==> src/rtl/serial_logic_unit_pkg.sv <==
`default_nettype none
// ============================================================================
// Module      : serial_logic_unit_pkg
// Description : Shared opcode, state and sizing definitions for the
//               bit-serial logic unit.
// Revision    : 1.0 - initial release
// ============================================================================
package serial_logic_unit_pkg;

    localparam int DEFAULT_WIDTH = 32;
    localparam int DEFAULT_DIGIT = 1;

    localparam logic [1:0] OP_AND = 2'b00;
    localparam logic [1:0] OP_OR  = 2'b01;
    localparam logic [1:0] OP_XOR = 2'b10;
    localparam logic [1:0] OP_NOR = 2'b11;

    typedef enum logic [1:0] {
        IDLE = 2'd0,
        RUN  = 2'd1,
        DONE = 2'd2
    } state_t;

endpackage
`default_nettype wire

==> src/rtl/serial_logic_unit_logic_slice.sv <==
`default_nettype none
// ============================================================================
// Module      : logic_slice
// Description : Combinational DIGIT-wide bitwise gate for one serial step.
// Revision    : 1.0 - initial release
// ============================================================================
module logic_slice
    import serial_logic_unit_pkg::*;
#(
    parameter int DIGIT = DEFAULT_DIGIT
) (
    input  logic [DIGIT-1:0] a,
    input  logic [DIGIT-1:0] b,
    input  logic [1:0]       op,
    output logic [DIGIT-1:0] y
);

    always_comb begin
        y = '0;
        case (op)
            OP_AND:  y = a & b;
            OP_OR:   y = a | b;
            OP_XOR:  y = a ^ b;
            OP_NOR:  y = ~(a | b);
            default: y = '0;
        endcase
    end

endmodule
`default_nettype wire

==> src/rtl/serial_logic_unit.sv <==
`default_nettype none
// ============================================================================
// Module      : serial_logic_unit
// Description : Bit-serial WIDTH-bit AND/OR/XOR/NOR unit, DIGIT bits per clock,
//               LSB first, start/ready handshake and one-cycle done pulse.
//               Optional zero flag output: SERIAL_LOGIC_ZERO_FLAG_EN.
// Revision    : 1.0 - initial release
// ============================================================================
module serial_logic_unit
    import serial_logic_unit_pkg::*;
#(
    parameter int WIDTH = DEFAULT_WIDTH,
    parameter int DIGIT = DEFAULT_DIGIT
) (
    input  logic             clk,
    input  logic             rst_n,
    input  logic             start,
    input  logic [1:0]       op,
    input  logic [WIDTH-1:0] in1,
    input  logic [WIDTH-1:0] in2,
    output logic             ready,
    output logic             done,
    output logic [WIDTH-1:0] result
`ifdef SERIAL_LOGIC_ZERO_FLAG_EN
    ,
    output logic             zero
`endif
);

    localparam int              c_N    = WIDTH / DIGIT;
    localparam int              c_CW   = (c_N > 1) ? $clog2(c_N) : 1;
    localparam logic [c_CW-1:0] c_LAST = c_CW'(c_N - 1);

    state_t           r_state;
    logic [WIDTH-1:0] r_a;
    logic [WIDTH-1:0] r_b;
    logic [1:0]       r_op;
    logic [c_CW-1:0]  r_cnt;
    logic [DIGIT-1:0] w_y;
    logic [WIDTH-1:0] w_result_next;
`ifdef SERIAL_LOGIC_ZERO_FLAG_EN
    logic             r_any;
`endif

    logic_slice #(
        .DIGIT (DIGIT)
    ) u_slice (
        .a  (r_a[DIGIT-1:0]),
        .b  (r_b[DIGIT-1:0]),
        .op (r_op),
        .y  (w_y)
    );

    // New slice enters at the MSB end so the word is LSB-aligned after N steps.
    generate
        if (WIDTH > DIGIT) begin : g_shift_wide
            assign w_result_next = {w_y, result[WIDTH-1:DIGIT]};
        end else begin : g_shift_single
            assign w_result_next = w_y;
        end
    endgenerate

    always_ff @(posedge clk or negedge rst_n) begin
        if (!rst_n) begin
            r_state <= IDLE;
            ready   <= 1'b1;
            done    <= 1'b0;
            result  <= '0;
            r_a     <= '0;
            r_b     <= '0;
            r_op    <= '0;
            r_cnt   <= '0;
`ifdef SERIAL_LOGIC_ZERO_FLAG_EN
            r_any   <= 1'b0;
            zero    <= 1'b0;
`endif
        end else begin
            case (r_state)
                IDLE: begin
                    done <= 1'b0;
                    if (start) begin
                        r_a     <= in1;
                        r_b     <= in2;
                        r_op    <= op;
                        r_cnt   <= '0;
                        ready   <= 1'b0;
                        r_state <= RUN;
`ifdef SERIAL_LOGIC_ZERO_FLAG_EN
                        r_any   <= 1'b0;
`endif
                    end
                end
                RUN: begin
                    r_a    <= r_a >> DIGIT;
                    r_b    <= r_b >> DIGIT;
                    result <= w_result_next;
                    r_cnt  <= r_cnt + 1'b1;
`ifdef SERIAL_LOGIC_ZERO_FLAG_EN
                    r_any  <= r_any | (|w_y);
`endif
                    if (r_cnt == c_LAST) begin
                        done    <= 1'b1;
                        r_state <= DONE;
`ifdef SERIAL_LOGIC_ZERO_FLAG_EN
                        zero    <= ~(r_any | (|w_y));
`endif
                    end
                end
                DONE: begin
                    done    <= 1'b0;
                    ready   <= 1'b1;
                    r_state <= IDLE;
                end
                default: begin
                    done    <= 1'b0;
                    ready   <= 1'b1;
                    r_state <= IDLE;
                end
            endcase
        end
    end

endmodule
`default_nettype wire
==> config.mk <==
export PLATFORM = sky130hd
export DESIGN_NAME = serial_logic_unit
export DESIGN_NICKNAME = d
export VERILOG_FILES = /design/src/rtl/serial_logic_unit_pkg.sv /design/src/rtl/serial_logic_unit_logic_slice.sv /design/src/rtl/serial_logic_unit.sv
export SDC_FILE = /design/constraint.sdc
export NUM_CORES = 1
export LEC_CHECK = 0
export ABC_CLOCK_PERIOD_IN_PS = 3000
export CORE_MARGIN = 2
export CORE_UTILIZATION = 30
export CTS_CLUSTER_DIAMETER = 120
export DETAILED_ROUTE_END_ITERATION = 12
export PLACE_DENSITY = 0.59
export SLEW_MARGIN = 25
export SYNTH_ARGS = -nofsm -noshare
export SYNTH_HDL_FRONTEND = slang
export SYNTH_SLANG_ARGS = --single-unit
==> constraint.sdc <==
create_clock -name clk -period 3 [get_ports clk]
set_clock_uncertainty 0.2 [all_clocks]
set_input_delay 0.45 -clock clk [delete_from_list [all_inputs] [get_ports clk]]
set_output_delay 0.45 -clock clk [all_outputs]
set_load 0.005 [all_outputs]
# [Yosys cells after proc, flatten, opt, wreduce, memory -nomap -nowiden]
# Cells that the tools add are included.
[totals] reg_bits=107 latch_bits=0 mem_bits_rw=0 romBits=0 in_bits=69 output_inout_bits=34 n_memories=0
[op_classes] n_addsub=1 multipliers=0 div=0 order_cmp=0 eq_ne=7 shift=0 muxes=14 bitwise=5 reduce_logical=7
[ops] cell="case mux 32 bit (2 select lines)" count=2
[ops] cell="2-to-1 mux 32 bit" count=2
[ops] cell="case mux 5 bit (2 select lines)" count=1
[ops] cell="AND reduction 2 bit" count=4
[ops] cell="adder 5 x 1 -> 5 bit (second input constant)" count=1
[ops] cell="== test 5 bit (second input constant)" count=1
[ops] cell="2-to-1 mux 5 bit" count=1
[ops] cell="== test 2 x 1 -> 1 bit (second input constant)" count=2
[ops] cell="== test 2 bit (second input constant)" count=2
[ops] cell="logical NOT 2 bit" count=2
[ops] cell="2-to-1 mux 2 bit" count=2
[ops] cell="inequality test 2 bit (second input constant)" count=2
[ops] cell="case mux 1 bit (4 select lines)" count=1
[ops] cell="case mux 2 bit (2 select lines)" count=1
[ops] cell="2-to-1 mux 1 bit" count=3
[ops] cell="NOT 1 bit" count=2
[ops] cell="case mux 1 bit (2 select lines)" count=1
[ops] cell="nonzero test 2 bit" count=1
[ops] cell="bitwise AND 1 bit" count=1
[ops] cell="bitwise OR 1 bit" count=1
[ops] cell="bitwise XOR 1 bit" count=1

# [Longest topological paths before layout]
# Gate-level depths: netlist of run 1.
[logic_depth] depth_word=3 mapped_depth=6

# [Hierarchy]
# A second synthesis of run 1 with hierarchy kept.
[hier_totals] cells_unflattened=477 area_unflattened_um2=4664.5
[by_module_without_submodules] mod="serial_logic_unit" n_inst=1 cells_per_inst=468 area_each_um2=4591.9 seq_area_each_um2=2678.8
[by_module_without_submodules] mod="logic_slice" n_inst=1 cells_per_inst=9 area_each_um2=72.6 seq_area_each_um2=0.0

# [Worst setup path before layout of run 1]
# Ideal clock, no wire load.
[synth_path] path_type="register to register" startpoint="register r_state[1]" endpoint="register r_op[0]" setup_ns=0.125 arrival_ns=1.235 path_slack_ns=1.441 stages_incl_launch_ff=4 path_buffers=1 synth_period_minus_slack_ns=1.559 path_cell_list="dfrtp_1 > buf_2 > nor3b_2 > mux2_2"
[synth_between] elab_chain_cells=2
[synth_lines] element="from (decl)" line_no="serial_logic_unit.sv:34" text="state_t r_state;"
[synth_lines] element="from (signal assigned)" line_no="serial_logic_unit.sv:65" text="r_state <= IDLE;"
[synth_lines] element="from (signal assigned)" line_no="serial_logic_unit.sv:87" text="r_state <= RUN;"
[synth_lines] element="from (signal assigned)" line_no="serial_logic_unit.sv:103" text="r_state <= DONE;"
[synth_lines] element="logical NOT 2 bit" line_no="serial_logic_unit.sv:78" text="case (r_state)"
[synth_lines] element="AND reduction 2 bit (no line)"
[synth_lines] element="to (signal assigned)" line_no="serial_logic_unit.sv:84" text="r_op <= op;"
[synth_lines] element="to (decl)" line_no="serial_logic_unit.sv:37" text="logic [1:0] r_op;"
# Every way passes these cells.
# A chain may end at the register's enable or synchronous reset.

# [Worst setup path in the final report of run 1]
[layout_path] startpoint="register r_state[0]" endpoint="register result[6]"
[layout_between] elab_chain_cells=1
[layout_lines] element="== test 2 x 1 -> 1 bit" line_no="serial_logic_unit.sv:78"
[layout_lines] element="to (signal assigned)" line_no="serial_logic_unit.sv:96" text="result <= w_result_next;"
[layout_lines] element="to (decl)" line_no="serial_logic_unit.sv:23" text="output logic [WIDTH-1:0] result"
# Every way passes these cells.

==> impl_metrics.yaml, run 1 <==
layout:
  nFillCells: 1449
  finalInstanceArea_um2: 6040
  final_layout_size_suffix_gt1_frac: 0.0668
  regArea_um2: 2680
  syn_to_final_growth_pct: 33.6
  final_net_count: 622
  final_cell_mix: "154 x nand2_1, 104 x dfrtp_1, 101 x clkdlybuf4s50_1, 62 x a22oi_1, 57 x o21ai_0"
  layout_commonest_cell: "nand2_1"
  multiInputGateArea_um2: 1670
route:
  vias_per_cell: 4.87
  drtPass1Iterations: 5
  drt.antenna.violating_nets: 0
  drcViolationCount: 0
  wl_mm: 11.2
  routed_wire_length_per_instance_um: 15.1
  detailedRoute.firstIterationViolations: 280
  dr_total_vias: 3601
clocking:
  worstSkewPairLatency_ns: 0.34
  ctsRootBufferMaster: "clkbuf_16"
  htree_levels: 3
  clock_pin_slew_on_the_worst_setup_and_hold_paths_ns: 0.07
  post_cts.repair.setup_buffers: 0
  cts_tree: "done"
  number_of_buffers_inserted_during_clock_tree_synthesis: 9
  number_of_gates_resized_after_cts: 0
  cts_buffer_depth: 2
  tritoncts_sink_count: 107
sta:
  post_route_setup_tns_ns: 0
  drv_slew: 0
  layout_worst_path_cycle_share: 0.707
  setup_viol: 0
  tightest_slew_ns: 0.676
  max-slew-margin-rel: 0.549
  final-hold-violation-count: 0
  grt_setup_unrepaired: "false"
  fmax_ghz: 0.471
  finalWorstPathRequiredPeriod_ns: 2.12
critical_path:
  crit_path_cell_trace: "and2b_1 -> buf_4 -> nand2_1 -> nand2_1"
  critPathCaptureType: "register"
  worst_ep_required_time_ns: 3.08
  rr_startpoint: "r_state[0]"
  critical_path_depth: 4
  timing.critical_path.fanout_max: 28
  critical_path_class: "reg2reg"
  cp_top_family: "simple AND/OR/NAND/NOR gates"
  worst_path_most_repeated_cell: "nand2_1"
  critical_path.startpoint_type: "register"
  r2r_setup_slack_ns: 0.88
  reg2reg_to: "result[6]"
  critPathLaunch: "r_state[0]"
  timing.critical_path.slowest_cell_delay_ns: 0.73
  rr_worst_depth: 4
  critical_path.n_buffers_inverters: 1
  critical-path-slowest-cell: "dfrtp_2"
  critPathArrivalTime_ns: 2.20
worst_hold_path:
  hp-class: "reg2reg"
  hold_start: "result[0]"
  worst_hold_path.num_cells: 2
  timing.hold.worst_endpoint: "result[0]"
yosys:
  post_synth_num_cell_types: 26
  synth_sequential_area_ratio: 0.592
  postSynthNetCount: 533
  post-synth-top-area-fraction: 0.587
  syn_area_per_cell_um2: 9.83
  ys_seq_elements: 107
  synthesized_instance_count: 460
  syn_area_um2: 4520
  synth-warning-count: 0
  largest_cells_by_area_after_synthesis: "dfrtp_1 59%, nand2_1 13%, a22oi_1 10%"
  biggest_area_consumer_among_synthesized_cells: "dfrtp_1"
grt:
  grt_pass1_wl_mm: 18.3
  globalRouteTotalUtil: 0.142
  first_global_vias: 3544
  maximum_number_of_pins_on_one_net_before_global_route_repair: 46
  grt_antenna_before_repair: 1
  grt_overflow_total: 0
placement:
  dp.final_hpwl_mm: 7.22
  gp_congestion: 0.716
  port_buffers: 102
  dpl_cell_area_um2: 5720
die:
  initial_core_util: 0.309
  placement_rows: 44
  fp.dieArea_um2: 16100
  i_o_pins: 103
  die_span_in_y_um: 127
  design.core.area_um2: 14600
  die_x_um: 127
power:
  vdd.ir_drop.worst_mv: 0.273
  total_power_density_per_cell_area_nw_per_um2: 877
  static-leakage-power_nw: 2.63
outcome:
  status: "finished, final reports clean"
job:
  cap_violations: 0
-- synth_stat cells (all sizes together) --
cell type,instances
a22o,5
dfrtp,106
a21oi,1
clkbuf,15
and3,1
ha,4
buf,21
nand2b,3
nor2b,2
mux2i,3
a2bb2oi,2
nand2,154
a22oi,62
nor3b,1
xnor2,1
nor2,5
and2,1
and2b,1
o21ai,63
nand4,1
inv,2
dfstp,1
o21bai,2
mux2,3
-- final cells by class --
class / instances / share of cell area
multi-input combinational: 315 / 0.276
sequential: 107 / 0.444
clock inverter: 4 / 0.00787
timing repair buffer: 114 / 0.188
inverter: 2 / 0.00124
antenna: 1 / 0.000414
tap: 184 / 0.0381
clock buffer: 12 / 0.0441
-- stage by stage --
| step | util | instances | power [W] | hold WS [ns] | setup WS [ns] |
|---|---|---|---|---|---|
| floorplan | - | 460 | 0.00334 | -0.0456 | 1.44 |
| global placement | 0.390 | 721 | 0.00403 | 0.257 | 0.813 |
| detailed placement | 0.390 | 721 | 0.00411 | 0.266 | 0.710 |
| CTS | 0.412 | 738 | 0.00538 | 0.283 | 0.838 |
| global route | 0.412 | 738 | 0.00570 | 0.305 | 0.720 |
| finish | 0.413 | 739 | 0.00530 | 0.276 | 0.879 |
-- flip-flops by register name (all words and copies together), names as in the netlist --
signal	flops
r_a	32
done	1
r_b	32
result	32
ready	1
r_op	2
r_state	2
r_cnt	5
-- metal layers --
metal	global-route usage	vias up	routed length, um
met5	0	-	0
met4	0.0608	0	210
met3	0.0325	12	611
met2	0.220	89	5170
met1	0.193	1749	5170
li1	-	1751	-
-- tightest hold or removal path, delay by kind of cell (launching register included) --
kind	cells	cell delay, ns
and+or+nand+nor	2	0.10
DFF	1	0.34
-- what timing repair did --
action	CTS	global route
endpoints found under the setup margin	0	0
hold buffers	1	0
hold endpoints to repair	42	0
-- power by group --
group          internal (W)  leakage, nW  total, W  switching [W]
clock network      0.000713        0.155   0.00124       0.000523
registers           0.00204         1.38   0.00245       0.000409
logic              0.000885         1.10   0.00161       0.000727
-- cells by family after synthesis --
kind of cell / after synthesis / share of synthesized area
simple gates: 169 / 0.147
compound gates: 135 / 0.191
flops: 107 / 0.592
buf+inv: 38 / 0.0423
mux: 6 / 0.0141
fa+ha+maj: 4 / 0.0111
xor+xnor: 1 / 0.00194
-- how the worst max path moves through the flow --
stage / to / slack (ns)
floorplan: r_op[0] / 1.44
global placement: r_op[0] / 0.81
detailed placement: r_op[0] / 0.71
CTS: result[12] / 0.84
global route: result[1] / 0.72
finish: result[6] / 0.88
No activity file was read; power rests on OpenSTA's default activity.
==> run 2, diff against run 1 <==
--- a/config.mk
+++ b/config.mk
@@ -5,12 +5,12 @@
 export SDC_FILE = /design/constraint.sdc
 export NUM_CORES = 1
 export LEC_CHECK = 0
-export ABC_CLOCK_PERIOD_IN_PS = 3000
+export ABC_CLOCK_PERIOD_IN_PS = 1800
 export CORE_MARGIN = 2
 export CORE_UTILIZATION = 30
 export CTS_CLUSTER_DIAMETER = 120
 export DETAILED_ROUTE_END_ITERATION = 12
-export PLACE_DENSITY = 0.59
+export PLACE_DENSITY = 0.61
 export SLEW_MARGIN = 25
 export SYNTH_ARGS = -nofsm -noshare
 export SYNTH_HDL_FRONTEND = slang
==> constraint.sdc (replaced) <==
create_clock -name clk -period 1.8 [get_ports clk]
set_clock_uncertainty 0.2 [all_clocks]
set_input_delay 0.27 -clock clk [delete_from_list [all_inputs] [get_ports clk]]
set_output_delay 0.27 -clock clk [all_outputs]
set_load 0.005 [all_outputs]
==> impl_metrics.yaml, run 2 (same netlist as run 1, synthesis figures left out) <==
sta:
  grt_setup_unrepaired: "false"
  setup_viol: 0
  finalWorstPathRequiredPeriod_ns: 1.72
  drv_slew: 0
  layout_worst_path_cycle_share: 0.958
  post_route_setup_tns_ns: 0
  final-hold-violation-count: 0
  tightest_slew_ns: 0.453
  fmax_ghz: 0.580
  max-slew-margin-rel: 0.698
worst_hold_path:
  hp-class: "in2async"
grt:
  first_global_vias: 3665
  grt_antenna_before_repair: 0
  maximum_number_of_pins_on_one_net_before_global_route_repair: 41
  grt_pass1_wl_mm: 18.2
  globalRouteTotalUtil: 0.143
  grt_overflow_total: 0
route:
  vias_per_cell: 4.90
  drtPass1Iterations: 4
  routed_wire_length_per_instance_um: 15.0
  drcViolationCount: 0
  routed-wl-met3_um: 438
  top_layer_used: "met4"
  met2_layer_wire_length_in_the_routed_design_mm: 5.31
  detailedRoute.firstIterationViolations: 217
  drt.antenna.violating_nets: 0
  dr_total_vias: 3666
  wirelength_met1_mm: 5.22
  wl_mm: 11.2
die:
  fp.dieArea_um2: 16100
  die_span_in_y_um: 127
  i_o_pins: 103
  initial_core_util: 0.309
  placement_rows: 44
  die_x_um: 127
  design.core.area_um2: 14600
critical_path:
  critical_path.n_buffers_inverters: 1
  timing.critical_path.slowest_cell_delay_ns: 0.54
  crit_path_cell_trace: "clkdlybuf4s50_1"
  critical_path.startpoint_type: "register"
  worst_ep_required_time_ns: 1.33
  critPathCaptureType: "output pin"
  critical-path-slowest-cell: "clkdlybuf4s50_1"
  cp_top_family: "buffers and inverters"
  rr_startpoint: "r_cnt[0]"
  critical_path_class: "reg2out"
  timing.critical_path.fanout_max: 3
  r2r_setup_slack_ns: 0.15
  rr_worst_depth: 4
  reg2reg_to: "r_cnt[4]"
  critPathArrivalTime_ns: 1.25
layout:
  antenna_cells: 0
  regArea_um2: 2680
  regs_by_ff_count: "r_a x32, r_b x32, result x32"
  post-route-util: 0.423
  final_net_count: 632
  multiInputGateArea_um2: 1670
  final_cell_mix: "154 x nand2_1, 104 x dfrtp_1, 100 x clkdlybuf4s50_1, 62 x a22oi_1, 57 x o21ai_0"
  nFillCells: 1439
  syn_to_final_growth_pct: 37.0
  final_cell_count_no_fill: 748
  layout_commonest_cell: "nand2_1"
  final_layout_size_suffix_gt1_frac: 0.0798
clocking:
  tritoncts_sink_count: 107
  clock_pin_slew_on_the_worst_setup_and_hold_paths_ns: 0.07
  htree_levels: 3
  ctsRootBufferMaster: "clkbuf_16"
  post_cts.repair.setup_buffers: 0
  cts_tree: "done"
  number_of_buffers_inserted_during_clock_tree_synthesis: 9
  cts_buffer_depth: 2
  worstSkewPairLatency_ns: 0.35
placement:
  port_buffers: 102
  gp_congestion: 0.769
  dp.final_hpwl_mm: 7.56
  dpl.cell_count: 731
power:
  vdd.ir_drop.worst_mv: 0.444
  total_power_density_per_cell_area_nw_per_um2: 1440
  static-leakage-power_nw: 2.70
outcome:
  status: "finished, final reports clean"
job:
  cap_violations: 0
==> run 2: per-stage QoR <==
stage	hold slack, ns	setup slack, ns	total power, W	area (um2)
after global placement	0.0454	0.0289	0.00687	5890
after floorplan	-0.226	0.241	0.00557	4520
after global routing	0.249	0.0133	0.00956	6190
after detailed placement	0.0474	-0.0108	0.00701	5890
final	0.201	0.0753	0.00890	6190
after CTS	0.218	0.0427	0.00904	6190
==> run 2: final cells by class <==
| class | instances | share of cell area |
|---|---|---|
| multi-input cells | 315 | 0.270 |
| flip-flops and latches | 107 | 0.433 |
| clock inverters | 5 | 0.00990 |
| repair buffers | 124 | 0.212 |
| inverters | 2 | 0.00121 |
| well taps | 184 | 0.0372 |
| clock buffers | 11 | 0.0376 |
==> run 2: worst reg2reg max path, delay by kind of cell (launching register included) <==
| kind | cells | cell delay [ns] |
|---|---|---|
| flops | 1 | 0.42 |
| compound gates | 1 | 0.20 |
| simple gates | 1 | 0.19 |
| fa+ha+maj | 2 | 0.51 |
==> run 2: worst max path at each step <==
stage                       to  slack [ns]        from  cells past startpoint
finish              result[31]        0.08  result[31]                      1
global placement       r_a[30]        0.03       start                      5
global route        result[27]        0.01  result[27]                      1
floorplan              r_op[0]        0.24  r_state[1]                      3
detailed placement     r_b[23]       -0.01       start                      6
CTS                 result[31]        0.04  result[31]                      1
==> run 2: layer usage <==
layer  GRT usage  vias up
met5           0        -
met2       0.228       80
met4      0.0608        0
met1       0.191     1801
met3      0.0261       14
li1            -     1771
==> run 2: what timing repair did <==
action / in CTS / in global routing
resized for setup: 1 / 0
endpoints found under the setup margin: 1 / 0
endpoints found under the hold margin: 28 / 0
hold buffers: 1 / 0
==> run 2: power by group <==
group	switching (W)	internal (W)	leakage, nW
clock	0.000900	0.00109	0.144
combinational	0.00128	0.00159	1.18
sequential	0.000638	0.00340	1.38
==> run 3, diff against run 2 <==
--- a/config.mk
+++ b/config.mk
@@ -6,7 +6,7 @@
 export NUM_CORES = 1
 export LEC_CHECK = 0
 export ABC_CLOCK_PERIOD_IN_PS = 1800
-export CORE_MARGIN = 2
+export CORE_MARGIN = 5
 export CORE_UTILIZATION = 30
 export CTS_CLUSTER_DIAMETER = 120
 export DETAILED_ROUTE_END_ITERATION = 12
==> impl_metrics.yaml, run 3 (same netlist as run 1, synthesis figures left out) <==
layout:
  final_cell_mix: "154 x nand2_1, 104 x dfrtp_1, 100 x clkdlybuf4s50_1, 62 x a22oi_1, 57 x o21ai_0"
  layout_commonest_cell: "nand2_1"
  regs_by_ff_count: "r_a x32, r_b x32, result x32"
  finalInstanceArea_um2: 6190
  final_net_count: 629
  regArea_um2: 2680
  syn_to_final_growth_pct: 36.9
  multiInputGateArea_um2: 1670
  nFillCells: 1417
  final_layout_size_suffix_gt1_frac: 0.0784
  antenna_cells: 0
sta:
  grt_setup_unrepaired: "false"
  finalHoldWorstSlack_ns: 0.174
  setup_viol: 0
  final-hold-violation-count: 0
  drv_slew: 0
  fmax_ghz: 0.581
  tightest_slew_ns: 0.457
  max-slew-margin-rel: 0.695
  finalWorstPathRequiredPeriod_ns: 1.72
  layout_worst_path_cycle_share: 0.957
placement:
  dpl_cell_area_um2: 5840
  dp.final_hpwl_mm: 7.61
  port_buffers: 102
  gp_congestion: 0.767
clocking:
  htree_levels: 3
  worstSkewPairLatency_ns: 0.34
  cts_tree: "done"
  cts_buffer_depth: 2
  clock_pin_slew_on_the_worst_setup_and_hold_paths_ns: 0.07
  number_of_buffers_inserted_during_clock_tree_synthesis: 9
  tritoncts_sink_count: 107
  ctsRootBufferMaster: "clkbuf_16"
critical_path:
  critical_path.startpoint_type: "register"
  critPathCaptureType: "output pin"
  critPathArrivalTime_ns: 1.25
  critical_path.n_buffers_inverters: 1
  timing.critical_path.fanout_max: 3
  cp_top_family: "buffers and inverters"
  critical-path-slowest-cell: "clkdlybuf4s50_1"
  crit_path_cell_trace: "clkdlybuf4s50_1"
  timing.critical_path.slowest_cell_delay_ns: 0.53
  worst_ep_required_time_ns: 1.33
  critical_path_class: "reg2out"
grt:
  grt_use_met2: 0.211
  maximum_number_of_pins_on_one_net_before_global_route_repair: 44
  first_global_vias: 3819
  grt_use_met1: 0.173
  grt.busiest_layer: "met2"
  grt_antenna_before_repair: 0
  global_route.usage.met3: 0.0304
  globalRouteTotalUtil: 0.132
  grt_overflow_total: 0
  grt_pass1_wl_mm: 19.2
route:
  routed_wire_length_per_instance_um: 15.0
  wl_mm: 11.2
  drcViolationCount: 0
  dr_total_vias: 3672
  vias_per_cell: 4.93
  drtPass1Iterations: 4
  detailedRoute.firstIterationViolations: 191
  drt.antenna.violating_nets: 0
die:
  fp.dieArea_um2: 17600
  placement_rows: 44
  design.core.area_um2: 14600
  initial_core_util: 0.309
  i_o_pins: 103
  die_span_in_y_um: 133
  die_x_um: 133
power:
  static-leakage-power_nw: 2.70
  total_power_density_per_cell_area_nw_per_um2: 1470
  totalPowerFinal_w: 0.00907
  vdd.ir_drop.worst_mv: 0.502
outcome:
  status: "finished, final reports clean"
job:
  cap_violations: 0
worst_hold_path:
  hp-class: "in2async"
==> run 3: changes by cell type in the layout (fill, tap and decap cells not counted), sizes merged <==
cell / change
buf: -3
inv: -2
bufinv: +1
clkinvlp: +1
==> run 3: path summary, 6_finish.rpt <==
path	endpoint	cells past startpoint	start	slack, ns
worst max-delay path	result[31]	1	result[31]	0.08
worst min-delay path	result[20]	2	rst_n	0.17
worst max register to register	r_cnt[4]	4	r_cnt[0]	0.16
worst min register to register	r_cnt[3]	1	r_cnt[3]	0.28
max in group asynchronous	r_a[6]	3	rst_n	0.63
min in group clk	r_cnt[3]	1	r_cnt[3]	0.28
==> run 3: power breakdown <==
part           switching [W]  internal [W]
Sequential          0.000644       0.00340
Clock               0.000888       0.00130
Combinational        0.00128       0.00156
Total                0.00281       0.00626
==> run 3: layout make-up <==
type / count / share of cell area
Tap cell: 184 / 0.0372
Clock inverter: 5 / 0.0137
Clock buffer: 11 / 0.0408
Inverter: 2 / 0.00121
Sequential cell: 107 / 0.433
Multi-Input combinational cell: 315 / 0.270
Timing Repair Buffer: 121 / 0.204
==> run 3: what timing repair did <==
| item | CTS | global route |
|---|---|---|
| gates resized for setup | 1 | 0 |
| endpoints found under the setup margin | 1 | 0 |
| buffers inserted | 0 | 0 |
| hold endpoints to repair | 106 | 0 |
| hold buffers | 1 | 0 |
==> run 3: per-stage QoR <==
step / setup slack, ns / setup TNS [ns] / utilization / std cells
after global routing: 0.0139 / 0 / 0.423 / 745
after detailed placement: -0.0117 / -0.0149 / 0.399 / 728
final: 0.0779 / 0 / 0.423 / 745
after CTS: 0.0289 / 0 / 0.423 / 745
after floorplan: 0.241 / 0 / - / 460
after global placement: 0.0367 / 0 / 0.399 / 728
==> run 3: metal layers <==
layer  vias up  part of all wire  wire length, um
met5         -                 0                0
met4         0             0.020              228
met2        78              0.48             5400
met1      1813              0.45             5060
li1       1767                 -                -
met3        14             0.043              481
